## src/rtl/clock_pkg.sv

```systemverilog
// Shared constants, edit-state encoding and hour/field helpers for the clock core.
package clock_pkg;

  localparam int unsigned SEC_W  = 6;
  localparam int unsigned MIN_W  = 6;
  localparam int unsigned HOUR_W = 5;

  localparam logic [SEC_W-1:0]  SEC_LAST  = SEC_W'(59);
  localparam logic [MIN_W-1:0]  MIN_LAST  = MIN_W'(59);
  localparam logic [HOUR_W-1:0] HOUR_LAST = HOUR_W'(23);
  localparam logic [HOUR_W-1:0] HOUR_NOON = HOUR_W'(12);

  // Edit state as seen on oEditState.
  typedef enum logic [1:0] {
    RUN       = 2'd0,
    EDIT_SEC  = 2'd1,
    EDIT_MIN  = 2'd2,
    EDIT_HOUR = 2'd3
  } editState_t;

  // 24-hour value to 12-hour display value (0 and 12 both show as 12).
  function automatic logic [HOUR_W-1:0] hour24To12(input logic [HOUR_W-1:0] hour24);
    logic [HOUR_W-1:0] hour12;
    if (hour24 == HOUR_W'(0)) begin
      hour12 = HOUR_NOON;
    end else if (hour24 > HOUR_NOON) begin
      hour12 = hour24 - HOUR_NOON;
    end else begin
      hour12 = hour24;
    end
    return hour12;
  endfunction

  // One wrapping edit step on a 0..59 field.
  function automatic logic [SEC_W-1:0] stepSixty(input logic [SEC_W-1:0] value, input logic up);
    logic [SEC_W-1:0] res;
    if (up) begin
      res = (value == SEC_LAST) ? SEC_W'(0) : value + SEC_W'(1);
    end else begin
      res = (value == SEC_W'(0)) ? SEC_LAST : value - SEC_W'(1);
    end
    return res;
  endfunction

  // One wrapping edit step on the 0..23 hour field.
  function automatic logic [HOUR_W-1:0] stepHour(input logic [HOUR_W-1:0] value, input logic up);
    logic [HOUR_W-1:0] res;
    if (up) begin
      res = (value == HOUR_LAST) ? HOUR_W'(0) : value + HOUR_W'(1);
    end else begin
      res = (value == HOUR_W'(0)) ? HOUR_LAST : value - HOUR_W'(1);
    end
    return res;
  endfunction

  // Field selection after a Left press: SEC -> MIN -> HOUR -> SEC.
  function automatic editState_t navLeft(input editState_t cur);
    editState_t nxt;
    case (cur)
      EDIT_SEC:  nxt = EDIT_MIN;
      EDIT_MIN:  nxt = EDIT_HOUR;
      EDIT_HOUR: nxt = EDIT_SEC;
      default:   nxt = cur;
    endcase
    return nxt;
  endfunction

  // Field selection after a Right press: SEC -> HOUR -> MIN -> SEC.
  function automatic editState_t navRight(input editState_t cur);
    editState_t nxt;
    case (cur)
      EDIT_SEC:  nxt = EDIT_HOUR;
      EDIT_HOUR: nxt = EDIT_MIN;
      EDIT_MIN:  nxt = EDIT_SEC;
      default:   nxt = cur;
    endcase
    return nxt;
  endfunction

endpackage

```

## src/rtl/btn_repeat.sv

```systemverilog
// Hold-to-repeat strobe generator: counts ticks while a button is held and enabled,
// strobes once after DELAY ticks and then every RATE ticks.
module btn_repeat #(
  parameter int unsigned DELAY = 50,
  parameter int unsigned RATE  = 10
) (
  input  logic iClk,
  input  logic iRst,
  input  logic iTick,
  input  logic iEn,
  input  logic iHeld,
  output logic oStrobe
);

  localparam int unsigned CNT_MAX = DELAY + RATE;
  localparam int unsigned CNT_W   = $clog2(CNT_MAX + 1);

  logic [CNT_W-1:0] cnt;
  logic [CNT_W-1:0] cntNext;

  assign cntNext = cnt + CNT_W'(1);

  // Tick counter folds back to DELAY once in the repeat phase, so it never exceeds DELAY+RATE.
  always_ff @(posedge iClk) begin
    if (iRst) begin
      cnt     <= '0;
      oStrobe <= 1'b0;
    end else begin
      oStrobe <= 1'b0;
      if (!(iEn && iHeld)) begin
        cnt <= '0;
      end else if (iTick) begin
        if (cntNext == CNT_W'(CNT_MAX)) begin
          cnt     <= CNT_W'(DELAY);
          oStrobe <= 1'b1;
        end else begin
          cnt <= cntNext;
          if (cntNext == CNT_W'(DELAY)) begin
            oStrobe <= 1'b1;
          end
        end
      end
    end
  end

endmodule

```

## src/rtl/clock_core_gen2.sv

```systemverilog
// Timekeeping core: sub/sec/min/hour counters, RUN/EDIT state machine with field editing,
// hold-to-repeat stepping and second/day carry pulses.
module clock_core_gen2
  import clock_pkg::*;
#(
  parameter int unsigned SUB_DIV      = 100,
  parameter int unsigned SUB_W        = $clog2(SUB_DIV),
  parameter int unsigned REPEAT_DELAY = 50,
  parameter int unsigned REPEAT_RATE  = 10
) (
  input  logic              iClk,
  input  logic              iRst,
  input  logic              iTick,
  input  logic              iMode24,
  input  logic              iBtnRunStop,
  input  logic              iBtnInc,
  input  logic              iBtnDec,
  input  logic              iBtnLeft,
  input  logic              iBtnRight,
  input  logic              iIncHeld,
  input  logic              iDecHeld,
  output logic [SUB_W-1:0]  oSub,
  output logic [SEC_W-1:0]  oSec,
  output logic [MIN_W-1:0]  oMin,
  output logic [HOUR_W-1:0] oHour,
  output logic              oPm,
  output logic [1:0]        oEditState,
  output logic              oSecPulse,
  output logic              oDayPulse
);

  localparam logic [SUB_W-1:0] SUB_LAST = SUB_W'(SUB_DIV - 1);

  editState_t        state;
  logic [HOUR_W-1:0] hour;
  logic              editing;
  logic              incStrobe;
  logic              decStrobe;
  logic              incStep;
  logic              decStep;

  assign editing = (state != RUN);

  // Inc wins over dec; at most one step per cycle.
  assign incStep = iBtnInc | incStrobe;
  assign decStep = ~incStep & (iBtnDec | decStrobe);

  // Display-only views of the stored 24-hour value.
  assign oHour      = iMode24 ? hour : hour24To12(hour);
  assign oPm        = (hour >= HOUR_NOON);
  assign oEditState = state;

  // Inc repeat counter.
  btn_repeat #(
    .DELAY (REPEAT_DELAY),
    .RATE  (REPEAT_RATE)
  ) uIncRepeat (
    .iClk    (iClk),
    .iRst    (iRst),
    .iTick   (iTick),
    .iEn     (editing),
    .iHeld   (iIncHeld),
    .oStrobe (incStrobe)
  );

  // Dec repeat counter; held-inc keeps it cleared so only inc auto-repeats.
  btn_repeat #(
    .DELAY (REPEAT_DELAY),
    .RATE  (REPEAT_RATE)
  ) uDecRepeat (
    .iClk    (iClk),
    .iRst    (iRst),
    .iTick   (iTick),
    .iEn     (editing),
    .iHeld   (iDecHeld & ~iIncHeld),
    .oStrobe (decStrobe)
  );

  // Time registers and edit FSM; everything is decided by the state at the start of the cycle.
  always_ff @(posedge iClk) begin
    if (iRst) begin
      oSub      <= '0;
      oSec      <= '0;
      oMin      <= '0;
      hour      <= HOUR_NOON;
      state     <= RUN;
      oSecPulse <= 1'b0;
      oDayPulse <= 1'b0;
    end else begin
      oSecPulse <= 1'b0;
      oDayPulse <= 1'b0;
      if (state == RUN) begin
        if (iTick) begin
          if (oSub == SUB_LAST) begin
            oSub      <= '0;
            oSecPulse <= 1'b1;
            if (oSec == SEC_LAST) begin
              oSec <= '0;
              if (oMin == MIN_LAST) begin
                oMin <= '0;
                if (hour == HOUR_LAST) begin
                  hour      <= '0;
                  oDayPulse <= 1'b1;
                end else begin
                  hour <= hour + HOUR_W'(1);
                end
              end else begin
                oMin <= oMin + MIN_W'(1);
              end
            end else begin
              oSec <= oSec + SEC_W'(1);
            end
          end else begin
            oSub <= oSub + SUB_W'(1);
          end
        end
        if (iBtnRunStop) begin
          state <= EDIT_SEC;
        end
      end else if (iBtnRunStop) begin
        state <= RUN;
      end else begin
        if (incStep || decStep) begin
          case (state)
            EDIT_SEC: begin
              oSec <= stepSixty(oSec, incStep);
              oSub <= '0;
            end
            EDIT_MIN:  oMin <= stepSixty(oMin, incStep);
            EDIT_HOUR: hour <= stepHour(hour, incStep);
            default: ;
          endcase
        end
        if (iBtnLeft) begin
          state <= navLeft(state);
        end else if (iBtnRight) begin
          state <= navRight(state);
        end
      end
    end
  end

endmodule

```

## config.mk

```make
export PLATFORM = sky130hd
export DESIGN_NAME = clock_core_gen2
export DESIGN_NICKNAME = d
export VERILOG_FILES = /design/src/rtl/clock_pkg.sv /design/src/rtl/btn_repeat.sv /design/src/rtl/clock_core_gen2.sv
export SDC_FILE = /design/constraint.sdc
export NUM_CORES = 1
export LEC_CHECK = 0
export ABC_CLOCK_PERIOD_IN_PS = 2600
export CORE_ASPECT_RATIO = 0.9
export CORE_MARGIN = 2
export CORE_UTILIZATION = 45
export DETAILED_ROUTE_END_ITERATION = 12
export GPL_TIMING_DRIVEN = 0
export HOLD_SLACK_MARGIN = 0.05
export PLACE_DENSITY = 0.68
export SLEW_MARGIN = 20
export SYNTH_ARGS = -nofsm -noshare
export SYNTH_HDL_FRONTEND = slang
export SYNTH_SLANG_ARGS = --single-unit
```

## constraint.sdc

```tcl
create_clock -name iClk -period 2.6 [get_ports iClk]
set_input_delay 0.39 -clock iClk [delete_from_list [all_inputs] [get_ports iClk]]
set_output_delay 0.39 -clock iClk [all_outputs]
set_load 0.01 [all_outputs]
```

==> out/metrics.json, run 1 <==
{
  "run": {
    "max_cap_viol": 0
  },
  "synth": {
    "ys.flop_type": "sky130_fd_sc_hd__dfxtp_1",
    "ys_top_cells_by_area": "sky130_fd_sc_hd__dfxtp_1, sky130_fd_sc_hd__ha_1, sky130_fd_sc_hd__nor2_1",
    "netlist_top_cells_count": "sky130_fd_sc_hd__dfxtp_1, sky130_fd_sc_hd__nor2_1, sky130_fd_sc_hd__nand2_1, sky130_fd_sc_hd__a21oi_1, sky130_fd_sc_hd__o21ai_0",
    "cells_after_synth": 371,
    "syn-num-nets": 399,
    "seq_area_frac_synth_pct": 28.9,
    "yosys_warnings": 0,
    "netlist.top_cell.by_area": "sky130_fd_sc_hd__dfxtp_1",
    "register_bit_count_reported_by_yosys": 42,
    "synth-edff-count": 0,
    "synth.top_cell.area_share_pct": 28.9,
    "netlist_area_mm2": 0.00291,
    "synth_most_common_cell": "sky130_fd_sc_hd__dfxtp_1",
    "synth_area_per_cell_um2": 7.84,
    "synth-async-reset-ratio_pct": 0,
    "synth_cell_type_count": 60
  },
  "die": {
    "floorplan.initialDensity_pct": 47.1,
    "chipWidth_um": 88.8,
    "design.die.area_mm2": 0.00712,
    "pin_count": 40,
    "die_height_um": 80.3,
    "core_area_mm2": 0.00618,
    "std_cell_rows": 27
  },
  "routing": {
    "vias": 2939,
    "detail_route.vias_per_cell": 5.82,
    "wire_per_inst_um": 15.3,
    "finalWirelength_um": 7750,
    "first_pass_iters": 5,
    "violation_count_after_the_first_detailed_routing_iteration": 179,
    "dr_drc_count": 0,
    "detail-route-antenna-nets": 0
  },
  "sta": {
    "final.min_clock_period_ns": 2.45,
    "hold_violations": 0,
    "worst_slew_margin_rel_pct": 57.6,
    "clock.fmax_ghz": 0.408,
    "maxSlewViolCount": 0,
    "worst_slack_ns": 0.148,
    "pin_slew_with_the_least_headroom_to_its_limit_ns": 0.636,
    "worst_clock_skew_ns": 0.00949,
    "setup-violations-final": 0,
    "grt_setup_unrepaired": "no",
    "period_utilisation_layout_pct": 94.3
  },
  "layout": {
    "ant_cells": 0,
    "drive_above_1_share_pct": 7.66,
    "final_nets": 445,
    "multi_input_comb_area_mm2": 0.00190,
    "flow.area_growth_from_synthesis_pct": 21.0,
    "finish.instance_area_mm2": 0.00352,
    "fillCellCount": 570,
    "sequential_cell_area_um2": 842
  },
  "placement": {
    "place_ws_ns": -0.00499,
    "finalWeightedCongestion": 0.902,
    "placed_area_mm2": 0.00340,
    "hpwl_um": 5530,
    "place.port_buffers": 38
  },
  "cts": {
    "worstSkewPairLatency_ns": 0.30,
    "worst_setup_hold_path_clk_slew_ns": 0.09,
    "holdBufCountCts": 0,
    "numCtsBuffers": 5,
    "max-clock-path-buffers": 2,
    "clock_tree.root_cell": "sky130_fd_sc_hd__clkbuf_8",
    "cts_num_sinks": 42,
    "ctsHtreeMaxLevel": 2,
    "clock_tree_from_tritoncts": "built"
  },
  "power": {
    "power.total_uw": 1390,
    "power_switching_share_pct": 29.7,
    "pwr-share-comb_pct": 18.1,
    "seq_power_share_pct": 48.8,
    "power-per-cell-area_mw_per_mm2": 394,
    "cellInternalPower_uw": 975,
    "clkPwrFrac_pct": 33.1,
    "netSwitchingPower_uw": 412,
    "worst_ir_drop_vdd_v": 0.000247,
    "p_leak_uw": 0.00128
  },
  "global_route": {
    "global_route_wire_length_before_repair_um": 12600,
    "met3_usage_pct": 3.29,
    "initial_antenna_violation_count": 0,
    "grt_start_max_net_pins": 14,
    "globalRoute.busiestLayer": "met2",
    "grtUsageTotal_pct": 22.3,
    "grt_remaining_overflow": 0,
    "grt_pass1_vias": 2613,
    "grt.met1_usage_pct": 32.8,
    "grtUsageMet2_pct": 34.7
  },
  "critical_path": {
    "arrival_time_of_the_worst_setup_path_ns": 2.06,
    "start_kind": "flip-flop",
    "criticalPathCategory": "flip-flop to output port",
    "worstPathMaxFanout": 7,
    "critical_path_required_ns": 2.21,
    "critical_path.endpoint_type": "output port"
  },
  "run_status": {
    "status": "finished, final reports clean"
  },
  "hold_path": {
    "worst_hold_path_type": "flip-flop to flip-flop"
  }
}
[power by group through the flow]
stage | combinational, uW | clock [uW] | sequential (uW)
final | 251 | 460 | 676
after global routing | 275 | 494 | 680
after CTS | 246 | 468 | 676
after detailed placement | 245 | 0 | 691
after global placement | 243 | 0 | 691
after floorplan | 153 | 0 | 693
[registers in the layout, indices dropped and copies added (netlist names), 2 cells and up]
signal and cells:
oSub 7, uDecRepeat.cnt 6, oSec 6, uIncRepeat.cnt 6, oEditState 2, oMin 6
hour 5
[critical path, stage by stage (launching register included)]
cell and delay, ns:
sky130_fd_sc_hd__dfxtp_2 0.36, sky130_fd_sc_hd__clkbuf_4 0.18, sky130_fd_sc_hd__inv_1 0.08, sky130_fd_sc_hd__ha_1 0.22, sky130_fd_sc_hd__nor2b_1 0.15, sky130_fd_sc_hd__nand2_2 0.11, sky130_fd_sc_hd__nor2_1 0.06, sky130_fd_sc_hd__nor2_1 0.09
sky130_fd_sc_hd__clkdlybuf4s50_1 0.53
[final cells by class]
cell class,instances,area share (%)
Inverter,15,1.60
Timing Repair Buffer,39,11.2
Clock inverter,2,0.355
Multi-Input combinational cell,290,54.0
Tap cell,87,3.09
Sequential cell,42,23.9
Buffer,24,3.48
Clock buffer,6,2.35
[per-layer routing]
metal  part of all wire, %  up-vias
met5                     0        -
met4                  0.66        0
met3                   5.7        7
met2                    44      109
met1                    49     1349
li1                      -     1474
[worst paths after layout]
path                             start                   end  slack (ns)  depth (start not counted)
setup / recovery  hour[2]$_SDFFE_PP1P_              oHour[1]        0.15                          8
hold / removal    oSub[1]$_SDFFE_PP0P_  oSub[1]$_SDFFE_PP0P_        0.54                          2
setup reg to reg  oSub[2]$_SDFFE_PP0P_  oSec[3]$_SDFFE_PP0P_        0.32                          5
hold reg to reg   oSub[1]$_SDFFE_PP0P_  oSub[1]$_SDFFE_PP0P_        0.54                          2
[per-stage QoR]
stage          utilization, %  std cells  hold slack [ns]  setup TNS (ns)
4_1_cts                  56.6        504            0.540               0
2_1_floorplan               -        371            0.512               0
6_report                 56.9        505            0.545               0
3_5_place_dp             55.0        496            0.524        -0.00499
5_1_grt                  56.9        505            0.578               0
3_3_place_gp             55.0        496            0.521               0
[cell usage in the layout, fill, tap and decap left out, drive strengths merged, types with 16 or more instances in the layout]
| cell | n |
|---|---|
| ha | 17 |
| dfxtp | 42 |
| nor2 | 39 |
| nand3 | 20 |
| a21oi | 23 |
| o21ai | 23 |
| clkbuf | 21 |
| nand2 | 26 |
| nor3 | 16 |
| clkdlybuf4s50 | 34 |
[kinds of logic (layout without fill, tap and decap cells)]
logic type / Yosys count / after routing / synth area share [%]
AND/OR/NAND/NOR: 150 / 150 / 26.7
AO/OA/AOI/OAI: 102 / 102 / 24.6
buffers and inverters: 39 / 86 / 6.02
adder cells (fa/ha/maj): 17 / 17 / 7.31
flip-flops: 42 / 42 / 28.9
multiplexers: 3 / 3 / 1.08
XOR/XNOR: 18 / 18 / 5.42
[what timing repair did]
item                                    4_1_cts  5_1_grt
endpoints found under the setup margin        5        4
setup buffers                                 0        1
resized for setup                             4        6
pin swaps                                     0        1
No activity file was read; power rests on OpenSTA's default activity.
==> inputs of run 2 (changes only) <==
- CORE_ASPECT_RATIO: 0.9 -> default
- CORE_UTILIZATION: 45 -> 35
- PLACE_DENSITY: 0.68 -> 0.55
==> out/metrics.json, run 2 (synthesis results as in run 1) <==
{
  "sta": {
    "final.min_clock_period": {"value": 2.44, "unit": "ns", "change": "-0.00897 ns"},
    "clock.fmax": {"value": 0.409, "unit": "GHz", "change": "+0.37%"},
    "holdWs": {"value": 0.543, "unit": "ns", "change": "-0.00117 ns"},
    "grt_setup_unrepaired": "no",
    "period_utilisation_layout": {"value": 94.0, "unit": "%", "change": "-0.35 points"},
    "setup-violations-final": {"value": 0, "change": "unchanged"},
    "worst_slew_margin_rel": {"value": 55.7, "unit": "%", "change": "-1.9 points"},
    "setup_total_negative_slack": {"value": 0, "unit": "ns", "change": "unchanged"},
    "maxSlewViolCount": {"value": 0, "change": "unchanged"},
    "pin_slew_with_the_least_headroom_to_its_limit": {"value": 0.656, "unit": "ns", "change": "+0.0193 ns"},
    "hold_violations": {"value": 0, "change": "unchanged"},
    "worst_clock_skew": {"value": 0.0118, "unit": "ns", "change": "+0.00227 ns"}
  },
  "layout": {
    "max_ffs_per_register": {"value": 7, "change": "unchanged"},
    "final_cell_mix": "sky130_fd_sc_hd__dfxtp_1, sky130_fd_sc_hd__nor2_1, sky130_fd_sc_hd__clkdlybuf4s50_1, sky130_fd_sc_hd__nand2_1, sky130_fd_sc_hd__a21oi_1",
    "flow.area_growth_from_synthesis_pct": 22.7,
    "top_register": "oSub",
    "drive_above_1_share": {"value": 7.88, "unit": "%", "change": "+0.22 points"},
    "layout_commonest_cell": "sky130_fd_sc_hd__dfxtp_1",
    "fillCellCount": {"value": 830, "change": "+46%"},
    "core_utilization_of_the_finished_layout": {"value": 43.9, "unit": "%", "change": "-13 points"},
    "multi_input_comb_area": {"value": 0.00190, "unit": "mm2", "change": "+0.13%"},
    "sequential_cell_area": {"value": 841, "unit": "um2", "change": "-0.15%"},
    "final_nets": {"value": 446, "change": "+0.22%"},
    "ant_cells": {"value": 0, "change": "unchanged"}
  },
  "cts": {
    "clock_tree.root_cell": "sky130_fd_sc_hd__clkbuf_8",
    "ctsHtreeMaxLevel": {"value": 2, "change": "unchanged"},
    "worstSkewPairLatency": {"value": 0.30, "unit": "ns", "change": "about the same"},
    "worst_setup_hold_path_clk_slew": {"value": 0.09, "unit": "ns", "change": "about the same"},
    "holdBufCountCts": {"value": 0, "change": "unchanged"},
    "numCtsBuffers": {"value": 5, "change": "unchanged"},
    "clock_tree_from_tritoncts": "built",
    "max-clock-path-buffers": {"value": 2, "change": "unchanged"},
    "cts_num_sinks": {"value": 42, "change": "unchanged"}
  },
  "routing": {
    "violation_count_after_the_first_detailed_routing_iteration": {"value": 198, "change": "+11%"},
    "first_pass_iters": {"value": 4, "change": "-1"},
    "vias": {"value": 2899, "change": "-1.4%"},
    "detail-route-antenna-nets": {"value": 0, "change": "unchanged"},
    "dr_drc_count": {"value": 0, "change": "unchanged"},
    "wire_per_inst": {"value": 14.5, "unit": "um", "change": "-5.7%"},
    "finalWirelength": {"value": 7590, "unit": "um", "change": "-2.1%"},
    "detail_route.vias_per_cell": {"value": 5.53, "change": "-4.9%"}
  },
  "power": {
    "power-per-cell-area": {"value": 399, "unit": "mW/mm2", "change": "+1.2%"},
    "power.total": {"value": 1420, "unit": "uW", "change": "+2.6%"},
    "worst_ir_drop_vdd": {"value": 0.000242, "unit": "V", "change": "-2.2%"},
    "p_leak": {"value": 0.00131, "unit": "uW", "change": "+2.2%"}
  },
  "run": {
    "max_cap_viol": {"value": 0, "change": "unchanged"}
  },
  "critical_path": {
    "start_kind": "flip-flop",
    "critical_path_required": {"value": 2.21, "unit": "ns", "change": "about the same"},
    "timing.critical_path.cells": "clkbuf_4, inv_1, ha_1, nor2b_1, nand2_2, nor2_1, nor2_1, clkdlybuf4s50_1",
    "cp_dominant_cell_by_count": "sky130_fd_sc_hd__nor2_1",
    "worstPathMaxFanout": {"value": 7, "change": "unchanged"},
    "crit_path_max_delay_cell_type": "sky130_fd_sc_hd__clkdlybuf4s50_1",
    "cpLargestDelayFamily": "buffers and inverters",
    "critical_path.endpoint_type": "output port",
    "arrival_time_of_the_worst_setup_path": {"value": 2.05, "unit": "ns", "change": "about the same"},
    "worst_path_largest_cell_delay": {"value": 0.53, "unit": "ns", "change": "about the same"},
    "critPathBufInv": {"value": 3, "change": "unchanged"},
    "criticalPathCategory": "flip-flop to output port"
  },
  "die": {
    "std_cell_rows": {"value": 33, "change": "+22%"},
    "design.die.area": {"value": 0.00906, "unit": "mm2", "change": "+27%"},
    "pin_count": {"value": 40, "change": "unchanged"},
    "floorplan.initialDensity": {"value": 35.8, "unit": "%", "change": "-11 points"},
    "core_area": {"value": 0.00813, "unit": "mm2", "change": "+32%"},
    "chipWidth": {"value": 95.2, "unit": "um", "change": "+7.2%"},
    "die_height": {"value": 95.2, "unit": "um", "change": "+19%"}
  },
  "global_route": {
    "grt_pass1_vias": {"value": 2747, "change": "+5.1%"},
    "grt_remaining_overflow": {"value": 0, "change": "unchanged"},
    "global_route_wire_length_before_repair": {"value": 12800, "unit": "um", "change": "+1.4%"},
    "grtUsageTotal": {"value": 17.5, "unit": "%", "change": "-4.8 points"},
    "grt_start_max_net_pins": {"value": 13, "change": "-1"},
    "initial_antenna_violation_count": {"value": 0, "change": "unchanged"}
  },
  "placement": {
    "hpwl": {"value": 5510, "unit": "um", "change": "-0.34%"},
    "finalWeightedCongestion": {"value": 0.891, "change": "-1.2%"},
    "place.port_buffers": {"value": 38, "change": "unchanged"}
  },
  "hold_path": {
    "worst_hold_path_type": "flip-flop to flip-flop"
  },
  "run_status": {
    "status": "finished, final reports clean"
  }
}
==> run 2: repair_timing <==
action | CTS | global route
gates resized for setup | 3 | 7
setup buffers | 0 | 2
pin swaps | 0 | 1
setup endpoints to repair | 5 | 5
==> run 2: power by group <==
part	leakage, uW	switching (uW)	total (uW)	internal, uW
clock network	0.0000575	233	501	269
logic	0.000908	143	246	103
registers	0.000340	18.2	675	657
==> run 2: final cells by class <==
| type | count | share of cell area, % |
|---|---|---|
| multi-input cells | 290 | 53.3 |
| flip-flops and latches | 42 | 23.6 |
| repair buffers | 40 | 11.4 |
| well taps | 105 | 3.68 |
| plain buffers | 24 | 3.43 |
| clock buffers | 8 | 3.08 |
| inverters | 15 | 1.58 |
==> run 2: final timing paths <==
path                                      startpoint              endpoint  slack, ns  cells after the start
worst max register to register  oSub[2]$_SDFFE_PP0P_  hour[2]$_SDFFE_PP1P_       0.30                      5
worst max-delay path            hour[2]$_SDFFE_PP1P_              oHour[0]       0.16                      8
worst min register to register  oSub[1]$_SDFFE_PP0P_  oSub[1]$_SDFFE_PP0P_       0.54                      2
worst min-delay path            oSub[1]$_SDFFE_PP0P_  oSub[1]$_SDFFE_PP0P_       0.54                      2
==> run 2: worst reg2reg max path, cell delays in order (launching register included) <==
cell	delay, ns
sky130_fd_sc_hd__dfxtp_1	0.37
sky130_fd_sc_hd__nor4b_1	0.63
sky130_fd_sc_hd__and4b_1	0.37
sky130_fd_sc_hd__o2111ai_2	0.30
sky130_fd_sc_hd__a221oi_1	0.37
sky130_fd_sc_hd__o21ai_0	0.13
==> run 2: through the flow <==
stage	cell area, um2	cells	setup slack [ns]
after floorplan	2910	371	0.734
after global placement	3420	514	-0.0408
after detailed placement	3420	514	0.0126
after CTS	3540	522	0.0186
after global routing	3570	524	0.0163
final	3570	524	0.157
==> run 2: per-layer routing <==
metal  vias up  GRT usage (%)  share of wire [%]  routed length (um)
li1       1471              -                  -                   -
met1      1362           22.8                 48                3660
met2        59           29.7                 47                3570
met3         7           2.92                3.6                 272
met4         0           5.31                1.1                  80
met5         -              0                  0                   0
